<file path="src/rtl/gb_oam_dma_pkg.sv">
// ============================================================================
// Module      : gb_oam_dma_pkg
// Description : Shared constants, state encoding and page-fold helper for the
//               Game Boy OAM DMA engine.
// Revision    : 1.0 - initial release
// ============================================================================
`default_nettype none

package gb_oam_dma_pkg;

    typedef enum logic [1:0] {
        ST_IDLE  = 2'd0,
        ST_START = 2'd1,
        ST_XFER  = 2'd2
    } dma_state_e;

    localparam logic [7:0]  DMA_LEN     = 8'd160;
    localparam logic [15:0] DMA_REG_ADR = 16'hFF46;
    localparam logic [15:0] HRAM_LO     = 16'hFF80;
    localparam logic [15:0] HRAM_HI     = 16'hFFFE;
    localparam logic [7:0]  ECHO_BASE   = 8'hE0;
    localparam logic [7:0]  ECHO_FOLD   = 8'h20;

    // Source pages in the echo/IO region alias back onto work RAM.
    function automatic logic [7:0] fold_page(input logic [7:0] page);
        return (page >= ECHO_BASE) ? (page - ECHO_FOLD) : page;
    endfunction

endpackage

`default_nettype wire

</file>
<file path="src/rtl/gb_oam_dma.sv">
// ============================================================================
// Module      : gb_oam_dma
// Description : OAM DMA engine: copies 160 bytes from {page,00..9F} into OAM,
//               one read and one delayed write per machine cycle.
//               Optional macro GB_OAM_DMA_CPU_BLOCK_EN enables cpu_block.
// Revision    : 1.0 - initial release
// ============================================================================
`default_nettype none

module gb_oam_dma
    import gb_oam_dma_pkg::*;
(
    input  logic        clk,
    input  logic        reset,
    input  logic        ce,
    input  logic [15:0] adr,
    input  logic        cpu_wr,
    input  logic [7:0]  cpu_dw,
    output logic        reg_sel,
    output logic [7:0]  reg_dout,
    output logic [15:0] dma_adr,
    output logic        dma_rd,
    input  logic [7:0]  dma_din,
    output logic [7:0]  oam_adr,
    output logic [7:0]  oam_dw,
    output logic        oam_wr,
    output logic        active,
    output logic        cpu_block
);

    dma_state_e state_q, state_d;
    logic [7:0] page_q, page_d;
    logic [7:0] index_q, index_d;
    logic       wr_vld_q, wr_vld_d;
    logic [7:0] wr_idx_q, wr_idx_d;
    logic [7:0] wr_data_q, wr_data_d;
    logic       keep_q, keep_d;

    logic w_reg_wr;
    logic w_rd;

    assign reg_sel  = (adr == DMA_REG_ADR);
    assign w_reg_wr = ce & cpu_wr & reg_sel;
    // A restart write aborts the read that would otherwise happen this cycle.
    assign w_rd     = ce & (state_q == ST_XFER) & ~w_reg_wr;

    assign reg_dout = page_q;
    assign dma_rd   = w_rd;
    assign dma_adr  = {fold_page(page_q), index_q};
    assign oam_wr   = ce & wr_vld_q;
    assign oam_adr  = wr_idx_q;
    assign oam_dw   = wr_data_q;
    assign active   = (state_q == ST_XFER) | wr_vld_q |
                      ((state_q == ST_START) & keep_q);

`ifdef GB_OAM_DMA_CPU_BLOCK_EN
    logic w_hram;
    assign w_hram    = (adr >= HRAM_LO) && (adr <= HRAM_HI);
    assign cpu_block = active & ~w_hram & ~reg_sel;
`else
    assign cpu_block = 1'b0;
`endif

    always_comb begin
        state_d   = state_q;
        page_d    = page_q;
        index_d   = index_q;
        wr_vld_d  = wr_vld_q;
        wr_idx_d  = wr_idx_q;
        wr_data_d = wr_data_q;
        keep_d    = keep_q;
        if (ce) begin
            wr_vld_d = w_rd;
            if (w_rd) begin
                wr_idx_d  = index_q;
                wr_data_d = dma_din;
            end
            case (state_q)
                ST_START: begin
                    state_d = ST_XFER;
                    index_d = 8'd0;
                    keep_d  = 1'b0;
                end
                ST_XFER: begin
                    index_d = index_q + 8'd1;
                    if (index_q == DMA_LEN - 8'd1) begin
                        state_d = ST_IDLE;
                    end
                end
                default: ;
            endcase
            // Remember whether we were mid-transfer so active stays up through START.
            if (w_reg_wr) begin
                page_d  = cpu_dw;
                state_d = ST_START;
                keep_d  = active;
            end
        end
    end

    always_ff @(posedge clk or posedge reset) begin
        if (reset) begin
            state_q   <= ST_IDLE;
            page_q    <= 8'd0;
            index_q   <= 8'd0;
            wr_vld_q  <= 1'b0;
            wr_idx_q  <= 8'd0;
            wr_data_q <= 8'd0;
            keep_q    <= 1'b0;
        end else begin
            state_q   <= state_d;
            page_q    <= page_d;
            index_q   <= index_d;
            wr_vld_q  <= wr_vld_d;
            wr_idx_q  <= wr_idx_d;
            wr_data_q <= wr_data_d;
            keep_q    <= keep_d;
        end
    end

endmodule

`default_nettype wire
</file>
<file path="config.mk">
export PLATFORM = sky130hd
export DESIGN_NAME = gb_oam_dma
export DESIGN_NICKNAME = d
export VERILOG_FILES = /design/src/rtl/gb_oam_dma_pkg.sv /design/src/rtl/gb_oam_dma.sv
export SDC_FILE = /design/constraint.sdc
export NUM_CORES = 1
export LEC_CHECK = 0
export BUFFER_PORTS_ARGS = -buffer_cell sky130_fd_sc_hd__clkbuf_2
export CAP_MARGIN = 20
export CORE_ASPECT_RATIO = 0.5
export CORE_MARGIN = 1.5
export CORE_UTILIZATION = 44
export CTS_BUF_LIST = sky130_fd_sc_hd__clkbuf_4 sky130_fd_sc_hd__clkbuf_8
export DETAILED_ROUTE_END_ITERATION = 7
export GPL_TIMING_DRIVEN = 0
export PLACE_DENSITY = 0.81
export SYNTH_ARGS = -nofsm -noshare
export SYNTH_HDL_FRONTEND = slang
export SYNTH_SLANG_ARGS = --single-unit
</file>
<file path="constraint.sdc">
create_clock -name clk -period 1.6 [get_ports clk]
set_input_delay 0.16 -clock clk [delete_from_list [all_inputs] [get_ports clk]]
set_output_delay 0.16 -clock clk [all_outputs]
set_load 0.1 [all_outputs]
</file>
-- Word-level counts from Yosys, hierarchy flattened
Index checks and enable logic that the tools add are counted.
- mux-type cells: 7
- bitwise gates (word level): 9
- $lt $le $gt $ge: 1
- $add $sub $neg: 2
- reduce and logical (&&, ||, !) cells: 8
- eq/ne operators: 5
- operators with widths (cell ; number):
    equality test 16 bit, second input constant ; 1
    case mux 8 bit (2 select lines) ; 1
    adder 8 x 1 -> 8 bit, second input constant ; 1
    equality test 8 bit, second input constant ; 1
    greater-or-equal comparator 8 bit, second input constant ; 1
    2-to-1 mux 8 bit ; 1
    AND reduction 2 bit ; 4
    subtractor 8 x 6 -> 8 bit, second input constant ; 1
    bitwise AND 1 bit ; 6
    2-to-1 mux 2 bit ; 2
    case mux 2 bit (2 select lines) ; 1
    nonzero test 2 bit ; 2
    inequality test 3 x 2 -> 1 bit, second input constant ; 1
    AND reduction 3 bit ; 1
    nonzero test 3 bit ; 1
    equality test 2 x 1 -> 1 bit, second input constant ; 1
    equality test 2 bit, second input constant ; 1
    2-to-1 mux 1 bit ; 2
    OR 1 bit ; 2
    inverter 1 bit ; 1
- input port bits: 36
- word-level logic and storage cells: 39
- output and inout bits: 45
- bits in registers: 36

-- Logic depth before layout (Yosys ltp)
- depth in word-level cells: 5
- gate-level depth with buffers: 8
- mapped depth without buffers: 6

-- Worst setup path before layout
No wires, ideal clock.
- path type: register -> output
- from: reg page_q[5], in the netlist reg_dout[5]
- to: out dma_adr[14]
- required time: 1.440 ns
- stages on the path, launching flop included: 4
- setup slack: -1.514 ns
- arrival: 2.954 ns
- path buffers: 0
- path through: dfrtp_1 -> inv_1 -> ha_1 -> a31oi_1
- word-level cells in the longest chain between the ends: 2
- elaborated cells on any way between the ends: 3
- those cells by class: add/sub (1); order compare (1); mux (1)
- ends and longest elaborated chain (element ; line ; RTL):
    from (decl) ; gb_oam_dma.sv:32 ; logic [7:0] page_q, page_d;
    from (signal assigned) ; gb_oam_dma.sv:112 ; page_q <= page_d;
    subtractor 8 x 6 -> 8 bit or greater-or-equal comparator 8 bit (tied branches) ; gb_oam_dma_pkg.sv:26 ; return (page >= ECHO_BASE) ? (page - ECHO_FOLD) : page;
    2-to-1 mux 8 bit (*) ; gb_oam_dma_pkg.sv:26 ;
    to (decl) ; gb_oam_dma.sv:21 ; output logic [15:0] dma_adr,
Mark *: on every way between the ends. The rest lies on a longest branch, timed or not.

-- Final worst setup path
- from: reg state_q[0]
- to: out active
- word-level cells in the longest chain between the ends: 3
- elaborated cells on any way between the ends: 5
- those cells by class: eq/ne (2); bitwise (3)
- ends and longest elaborated chain (element ; line ; RTL):
    from (decl) ; gb_oam_dma.sv:31 ; dma_state_e state_q, state_d;
    from (signal assigned) ; gb_oam_dma.sv:111 ; state_q <= state_d;
    equality test 2 bit or equality test 2 x 1 -> 1 bit (tied branches) ; gb_oam_dma.sv:53, gb_oam_dma.sv:54 ;
    OR 1 bit or bitwise AND 1 bit (tied branches) ; gb_oam_dma.sv:53, gb_oam_dma.sv:54 ;
    OR 1 bit (*) ; gb_oam_dma.sv:53 ; assign active = (state_q == ST_XFER) | wr_vld_q |
    to (decl) ; gb_oam_dma.sv:27 ; output logic active,
Marks and branches as above.

==> results_dict.tcl <==
set metrics [dict create \
    cp_slowest_cell "dfrtp_1" \
    fmax_mhz 603 \
    synth-async-reset-ratio_pct 100 \
    holdWs_ps 11.4 \
    slew_headroom_pct 44.5 \
    ir_drop_mv 1.16 \
    start_util_pct 45.9 \
    synth_fp_nets 193 \
    wl_per_cell_um 15.0 \
    synth_top_area_share_pct 50.2 \
    clock_sinks 36 \
    num_io_pins 81 \
    yosysWarnings 0 \
    violations "setup timing" \
    vias_per_cell 4.99 \
    setup_viol 3 \
    drt-pass1-iter-count 4 \
    drt_iter0_drc 53 \
    seq_area_um2 920 \
    slew_violations 0 \
    design_area_um2 2800 \
    critPathMaxStageDelay_ps 410 \
    dp_slack_ps -371 \
    stdcell_count 313 \
    criticalPathCategory "reg -> out" \
    vias 1562 \
    cp.arrival_ps 1500 \
    start_kind "flop" \
    ant_nets 0 \
    dieWidth_um 93.3 \
    fillers 271 \
    hold_violations 0 \
    fin_worst_skew_ps 6.38 \
    rr_worst_depth 6 \
    avgSynthCellArea_um2 11.7 \
    yosysSeqAreaShare_pct 50.2 \
    setup_slack_ps -58.1 \
    hold_buffers 0 \
    worst_ep_required_time_ps 1440 \
    ys.flop_type "dfrtp_1" \
    yosys.area.top_type "dfrtp_1" \
    portBuffers 79 \
    ctsHtreeMaxLevel 2 \
    antenna_found_initial 0 \
    grt_max_degree 21 \
    final.setup.tns_ps -130 \
    grt_pass1_vias 1480 \
    status "finished with violations" \
    hp-class "in -> async" \
    path_max_fanout 2 \
    hpwl_um 2960 \
    end_kind "primary output" \
    core-area_um2 3900 \
    tightest_slew_ps 832 \
    crit_cells 6 \
    rsz0062_at_grt "yes" \
    syn_area_um2 1790 \
    drv_cap 0 \
    crit_chain "buf_4 -> buf_6 -> ha_4 -> nand2_2 -> nand3_4 -> clkbuf_16" \
    cts_buffer_depth 2 \
    synth_common_cells "dfrtp_1, mux2_2, nand2_1" \
    die_area_um2 4490 \
    area_growth_pct 56.2 \
    core.rowCount 16 \
    routed_wl_um 4690 \
    ys_ff_latch 36 \
    die_y_um 48.1 \
    nNetsFinal 298 \
    critical_path_buf_inv_count 3 \
    dp_cells 287 \
    yosys.cell_types.count 37 \
    synth_edf_count 0 \
    timing.final.crit_share_pct 104 \
    tritoncts "built" \
    gr-usage-all-layers_pct 21.8 \
    antennaDiodeCount 0 \
    p_per_area_nw_per_um2 1650 \
    synthCells 153 \
    synth_area_leaders "dfrtp_1, mux2_2, mux2_4, ha_1, buf_4" \
    place_congestion 0.795 \
    path_clk_slew_ps 70 \
    finish.utilization_pct 71.8 \
    placed_cell_area_um2 2400 \
    drc 0 \
    multi_input_area_um2 931 \
    grt_pass1_wl_um 7110 \
    min_period_ps 1660 \
    final_layout_size_suffix_gt1_share_pct 69.5 \
    power.total_mw 4.63 \
    cts_made_buffers 5 \
    yosysMostFrequentCell "dfrtp_1" \
    p_leak_nw 1.44 \
    grt_overflow 0 \
    cpLargestDelayFamily "buffers and inverters" \
    clk_latency_ps 290 \
    clockRootBuffer "clkbuf_8" \
]
[power breakdown]
group          internal [mW]  switching (mW)
clock network          0.479           0.321
registers               1.09           0.119
logic                  0.795            1.83
[what timing repair did]
item | in CTS | in global routing
setup endpoints to repair | 19 | 33
pin swaps | 11 | 6
setup buffers | 19 | 5
resized for setup | 31 | 14
gates cloned | 0 | 0
[flip-flops by register name, summed over array words and instances, names as in the netlist]
| name | flops |
|---|---|
| oam_adr | 8 |
| keep_q | 1 |
| reg_dout | 8 |
| index_q | 8 |
| state_q | 2 |
| wr_vld_q | 1 |
| oam_dw | 8 |
[worst reg2reg max path: stages, from the launching register on]
cell	delay [ps]
dfrtp_1	410
inv_2	90
ha_4	140
nand2_2	50
a31o_4	230
buf_4	200
mux2_4	310
[metal layers]
layer | vias to the layer above | global-route usage [%] | part of all wire (%)
met5 | - | 0 | 0
met4 | 0 | 8.79 | 1.4
met3 | 7 | 5.14 | 4.1
met2 | 38 | 40.9 | 51
met1 | 777 | 25.7 | 43
li1 | 740 | - | -
[kinds of logic after synthesis]
kind of cell | Yosys count | synth area share, %
AO/OA/AOI/OAI | 20 | 7.19
XOR/XNOR | 3 | 1.47
adder cells (fa/ha/maj) | 4 | 2.79
buffers and inverters | 20 | 6.77
flip-flops | 36 | 50.2
multiplexers | 24 | 16.7
other | 1 | 0.209
AND/OR/NAND/NOR | 45 | 14.6
[area by class of cell]
type | instances | share of cell area [%]
buffer | 8 | 1.88
clock buffer | 6 | 2.72
clock inverter | 2 | 1.25
inverter | 9 | 1.61
multi-input combinational | 97 | 33.2
sequential | 36 | 32.8
tap | 54 | 2.41
timing repair buffer | 101 | 24.1
[worst paths after layout]
path                                             start                      end  slack [ps]
worst max register to register  state_q[0]$_DFFE_PP0P_   oam_adr[7]$_DFFE_PP0P_          50
worst max-delay path            state_q[0]$_DFFE_PP0P_                   active         -60
worst min register to register   oam_dw[6]$_DFFE_PP0P_    oam_dw[6]$_DFFE_PP0P_         500
min in group clk                             cpu_dw[4]  reg_dout[4]$_DFFE_PP0P_         100
worst min-delay path                             reset    oam_dw[2]$_DFFE_PP0P_          10
max in group asynchronous                        reset   index_q[2]$_DFFE_PP0P_        1010
[cells in the final DEF (no fill, tap or decap), drive strengths merged, types with 4 or more instances in the layout]
| cell | synthesis | final |
|---|---|---|
| and4 | 4 | 4 |
| buf | 8 | 30 |
| clkbuf | 3 | 85 |
| dfrtp | 36 | 36 |
| ha | 4 | 4 |
| inv | 9 | 8 |
| mux2 | 24 | 24 |
| nand2 | 12 | 12 |
| nand3 | 5 | 5 |
| nor2 | 7 | 7 |
| nor2b | 4 | 4 |
| o21ai | 7 | 7 |
Note: power is estimated with default switching activity, not from simulation.
